===== config.mk =====
export PLATFORM = sky130hd
export DESIGN_NAME = pc_fetch_unit
export DESIGN_NICKNAME = d
export VERILOG_FILES = /design/src/rtl/pc_fetch_unit.sv
export SDC_FILE = /design/constraint.sdc
export NUM_CORES = 1
export LEC_CHECK = 0
export ABC_CLOCK_PERIOD_IN_PS = 6650
export CELL_PAD_IN_SITES_DETAIL_PLACEMENT = 1
export CELL_PAD_IN_SITES_GLOBAL_PLACEMENT = 1
export CORE_ASPECT_RATIO = 0.75
export CORE_MARGIN = 5
export CORE_UTILIZATION = 23
export DETAILED_ROUTE_END_ITERATION = 8
export HOLD_SLACK_MARGIN = 0.15
export MAX_ROUTING_LAYER = met4
export PLACE_DENSITY = 0.73
export SLEW_MARGIN = 20
export SYNTH_ARGS = -nofsm -noshare
export SYNTH_HDL_FRONTEND = slang
export SYNTH_SLANG_ARGS = --single-unit

===== constraint.sdc =====
create_clock -name clk -period 6.65 [get_ports clk]
set_input_delay 1.995 -clock clk [delete_from_list [all_inputs] [get_ports clk]]
set_output_delay 1.995 -clock clk [all_outputs]
set_load 0.02 [all_outputs]

===== src/rtl/pc_fetch_unit.sv =====
// pc_fetch_unit: PC register, next-PC select and fetch control.
// Optional feature macro: FETCH_MISALIGN_TRAP_EN (trap on misaligned redirect).
module pc_fetch_unit #(
  parameter int ADDR_WIDTH = 32,
  parameter int DATA_WIDTH = 32,
  parameter logic [ADDR_WIDTH-1:0] RESET_PC = '0,
  parameter int ROM_SIZE = 30
) (
  input  logic                  clk,
  input  logic                  rst,
  input  logic                  stall_i,
  input  logic                  branch_taken_i,
  input  logic [ADDR_WIDTH-1:0] branch_target_i,
  input  logic                  jump_i,
  input  logic [ADDR_WIDTH-1:0] jump_target_i,
  input  logic [DATA_WIDTH-1:0] instruction_i,
  output logic [ADDR_WIDTH-1:0] pc_o,
  output logic [ADDR_WIDTH-1:0] pc_plus4_o,
  output logic [DATA_WIDTH-1:0] instruction_o,
  output logic                  instr_valid_o,
  output logic                  halted_o,
  output logic                  trap_o,
  output logic [1:0]            trap_cause_o,
  output logic [31:0]           retired_count_o
);

  localparam logic [ADDR_WIDTH-1:0] PC_LIMIT =
    ADDR_WIDTH'(ROM_SIZE * 4);
  localparam logic [ADDR_WIDTH-1:0] FOUR = ADDR_WIDTH'(4);
  localparam logic [ADDR_WIDTH-1:0] ALIGN_MASK = ~ADDR_WIDTH'(3);
  localparam logic [DATA_WIDTH-1:0] NOP = DATA_WIDTH'(32'h0000_0013);
  localparam logic [DATA_WIDTH-1:0] EBREAK = DATA_WIDTH'(32'h0010_0073);

  typedef enum logic [1:0] {
    BOOT = 2'd0,
    RUN  = 2'd1,
    HALT = 2'd2
  } state_t;

  state_t                  state_q, state_d;
  logic [ADDR_WIDTH-1:0]   pc_q, pc_d;
  logic                    halted_q, halted_d;
  logic                    trap_q, trap_d;
  logic [1:0]              cause_q, cause_d;
  logic [31:0]             count_q, count_d;

  logic                    redirect;
  logic [ADDR_WIDTH-1:0]   redir_raw;
  logic [ADDR_WIDTH-1:0]   redir_tgt;
  logic [ADDR_WIDTH-1:0]   next_pc;
  logic                    misalign;
  logic                    cur_ok;
  logic                    next_ok;
  logic                    is_ebreak;

  assign redirect  = jump_i | branch_taken_i;
  assign redir_raw = jump_i ? jump_target_i : branch_target_i;

`ifdef FETCH_MISALIGN_TRAP_EN
  assign redir_tgt = redir_raw;
  assign misalign  = redirect & (|redir_raw[1:0]);
`else
  assign redir_tgt = redir_raw & ALIGN_MASK;
  assign misalign  = 1'b0;
`endif

  assign pc_plus4_o = pc_q + FOUR;
  assign next_pc    = redirect ? redir_tgt : pc_plus4_o;
  assign cur_ok     = pc_q < PC_LIMIT;
  assign next_ok    = next_pc < PC_LIMIT;
  assign is_ebreak  = instruction_i == EBREAK;

  assign pc_o            = pc_q;
  assign instr_valid_o   = (state_q == RUN) && cur_ok;
  assign instruction_o   = instr_valid_o ? instruction_i : NOP;
  assign halted_o        = halted_q;
  assign trap_o          = trap_q;
  assign trap_cause_o    = cause_q;
  assign retired_count_o = count_q;

  // State register and all architectural fetch state.
  always_ff @(posedge clk) begin
    if (rst) begin
      state_q  <= BOOT;
      pc_q     <= RESET_PC;
      halted_q <= 1'b0;
      trap_q   <= 1'b0;
      cause_q  <= 2'd0;
      count_q  <= 32'd0;
    end else begin
      state_q  <= state_d;
      pc_q     <= pc_d;
      halted_q <= halted_d;
      trap_q   <= trap_d;
      cause_q  <= cause_d;
      count_q  <= count_d;
    end
  end

  // Next state: PC advance, halt detection and retire accounting.
  always_comb begin
    state_d  = state_q;
    pc_d     = pc_q;
    halted_d = halted_q;
    trap_d   = trap_q;
    cause_d  = cause_q;
    count_d  = count_q;
    unique case (state_q)
      BOOT: state_d = RUN;
      RUN: begin
        if (!stall_i) begin
          if (!cur_ok) begin
            state_d  = HALT;
            halted_d = 1'b1;
            trap_d   = 1'b1;
            cause_d  = 2'd2;
          end else if (is_ebreak) begin
            state_d  = HALT;
            halted_d = 1'b1;
            trap_d   = 1'b0;
            cause_d  = 2'd3;
          end else if (!next_ok) begin
            state_d  = HALT;
            halted_d = 1'b1;
            trap_d   = 1'b1;
            cause_d  = 2'd2;
            count_d  = count_q + 32'd1;
          end else if (misalign) begin
            state_d  = HALT;
            halted_d = 1'b1;
            trap_d   = 1'b1;
            cause_d  = 2'd1;
            count_d  = count_q + 32'd1;
          end else begin
            pc_d    = next_pc;
            count_d = count_q + 32'd1;
          end
        end
      end
      HALT: state_d = HALT;
      default: state_d = BOOT;
    endcase
  end

endmodule


==> metrics <==
RSZ-0062 raised after global routing=false; FFs w/ async S/R, synth=0%; layout overhead on the synthesized area=66.9%; Bufs on Longest Clock Path=2; met3 Usage GRT=3.18%; Routed Antenna Nets=0; skew final=5.40 ps; cts bufs inserted=9; Rel. slew slack=38.3%; critical path class=reg -> out; CTS tree=done; DRT Pass-1 Iters=4; count of different cell masters after synthesis=54; GPL Wtd Cong=0.814; full die area=20300 um2; syn avg cell area=8.06 um2; Die Y=124 um; crit path launch type=flip-flop; layout cells sized above 1=6.32%; Primary FF master, synth=dfxtp_1; PostCTS Resize Cnt=0; Final HPWL DP=13400 um; port buffer count=225; Root Driver=clkbuf_16; Pleak=2.35 nW; Post-synth EDFFs=0; final hold slack=467 ps; final worst-path cycle share=84.8%; most frequent cells in the layout=clkdlybuf4s50_1, dfxtp_1, and3_1, nor2_1, nand2_1; grt peak-use layer=met2; antenna cells=0; met2 usage=28.3%; Mapped Area=4020 um2; M1 GR Usage=19.9%; Final Hold Fails=0; Die W=163 um; # IOs=234; GRT overflow=0; synthesized flop and latch total=67; Final min period=5640 ps; initial antenna violation count=0; Worst-Skew Late Latency=320 ps; fill cell count=1969; Final Net Count=814; top fanout value on the critical path=6; Hold Path Class=reg -> reg; CTS Hold Bufs=0; number of global-route vias before repair=5075; sequential share of the synthesized area=33.4%; H-tree levels=3; clk sinks=67; overall power after layout=0.00129 W; first-pass GRT wire length=26800 um; vias=4641; Avg Vias per Cell=4.90; Power per Cell Area=193 nW/um2; largest net degree at the start of global routing=50; Slew @ Worst Pin=925 ps; Reg clk slew, reported paths=60 ps; setup TNS=0 ps; crit path capture type=output port; final count of negative-setup-slack endpoints=0; Post-CTS Setup Bufs=0; DR WL/cell=17.4 um; Fmax=177 MHz; max-cap violation count=0; peak supply drop=118 uV; placement row count=41; Initial Utilization=23.7%; Slew Limit Fails=0; DRC=0; most common cell after layout, fill and taps aside=clkdlybuf4s50_1; Critical Path RT=4660 ps; status=completed; Synth Instances=499; GRT Total Usage=16.5%; YS warnings=0; initial DRC count=194; Routed WL=16500 um; CP arrival=3650 ps; Core ar.=17000 um2
## worst max-delay path, stage by stage, from the launching register on
cell             delay (ps)
dfxtp_1                 480
nand4_1                 180
nor3_1                  720
nand2_1                 270
nor4_1                  670
nand4_1                 200
xnor2_1                 180
clkdlybuf4s50_1         630
## worst paths after layout
| check | start | to | slack, ps | depth (start not counted) |
|---|---|---|---|---|
| worst max-delay path | pc_o[5] | pc_plus4_o[31] | 1010 | 7 |
| worst min-delay path | trap_o | trap_o | 470 | 2 |
| worst max register to register | pc_o[19] | retired_count_o[26] | 3360 | 7 |
| worst min register to register | trap_o | trap_o | 470 | 2 |
## cells in the mapped netlist, types with 2 or more instances
cell type,instances,area share (%)
dfxtp_1,67,33
and3_1,34,5.3
nor2_1,34,3.2
nand2_1,32,3.0
and2_1,27,4.2
nor4_1,26,4.0
nand4_1,24,3.7
a21oi_1,21,2.6
clkbuf_1,20,1.9
inv_1,20,1.9
xnor2_1,20,4.4
nand3_1,19,2.4
o31ai_1,13,2.4
or4_1,13,2.4
o21ai_0,12,1.5
nor3_1,10,1.2
xor2_1,10,2.2
or3_1,8,1.2
a31oi_1,7,1.1
mux2_2,7,2.0
nand2b_1,7,1.1
nor2b_1,6,0.93
or2_2,6,0.93
buf_4,5,0.93
ha_1,4,1.2
mux2i_1,4,1.0
nor4b_1,4,0.87
o41ai_1,4,0.87
nor4_2,3,0.93
o311ai_0,3,0.65
or4_4,3,0.84
and2_2,2,0.37
buf_2,2,0.25
o221a_2,2,0.56
## power breakdown
| part | leakage [nW] | total [W] | internal, W | switching [W] |
|---|---|---|---|---|
| clock | 0.141 | 0.000461 | 0.000295 | 0.000166 |
| sequential | 0.540 | 0.000423 | 0.000413 | 0.00000967 |
| combinational | 1.67 | 0.000410 | 0.000201 | 0.000209 |
| total | 2.35 | 0.00129 | 0.000909 | 0.000385 |
## metrics by stage
| step | instances | instance area [um2] | utilization, % | setup slack (ps) |
|---|---|---|---|---|
| 6_report | 948 | 6710 | 39.5 | 1010 |
| 4_1_cts | 948 | 6710 | 39.5 | 962 |
| 5_1_grt | 948 | 6710 | 39.5 | 676 |
| 3_3_place_gp | 934 | 6430 | 37.9 | 1390 |
| 2_1_floorplan | 502 | 4030 | - | 2230 |
| 3_5_place_dp | 934 | 6430 | 37.9 | 1320 |
## cell families after synthesis
kind of cell	Yosys count	share of synthesized area (%)
other	1	0.0933
DFF	67	33.4
muxes	11	2.96
xor gates and xnor gates	30	6.54
AOI/OAI and AO/OA	69	11.4
adders and majority gates	4	1.24
and+or+nand+nor	266	38.4
buffers and inverters	51	6.01
## sequential cells by signal, summed over array words and instances, names as in the netlist
register / count
halted_o: 1
trap_o: 1
retired_count_o: 32
trap_cause_o: 1
state_q: 2
pc_o: 30
## cell type report
class                      count  area (um2)  share of cell area (%)
inverter                      20        75.1                    1.12
timing repair buffer         227        2260                    33.7
multi-input combinational    384        2450                    36.6
sequential                    67        1340                    20.0
clock inverter                 3        40.0                   0.597
clock buffer                  11         243                    3.62
tap                          236         295                    4.40
## per-layer routing
metal / up-vias / share of wire, %
li1: 2242 / -
met1: 2236 / 44
met2: 148 / 50
met3: 15 / 4.8
met4: 0 / 1.2
met5: - / 0
No activity file was read; power rests on OpenSTA's default activity.
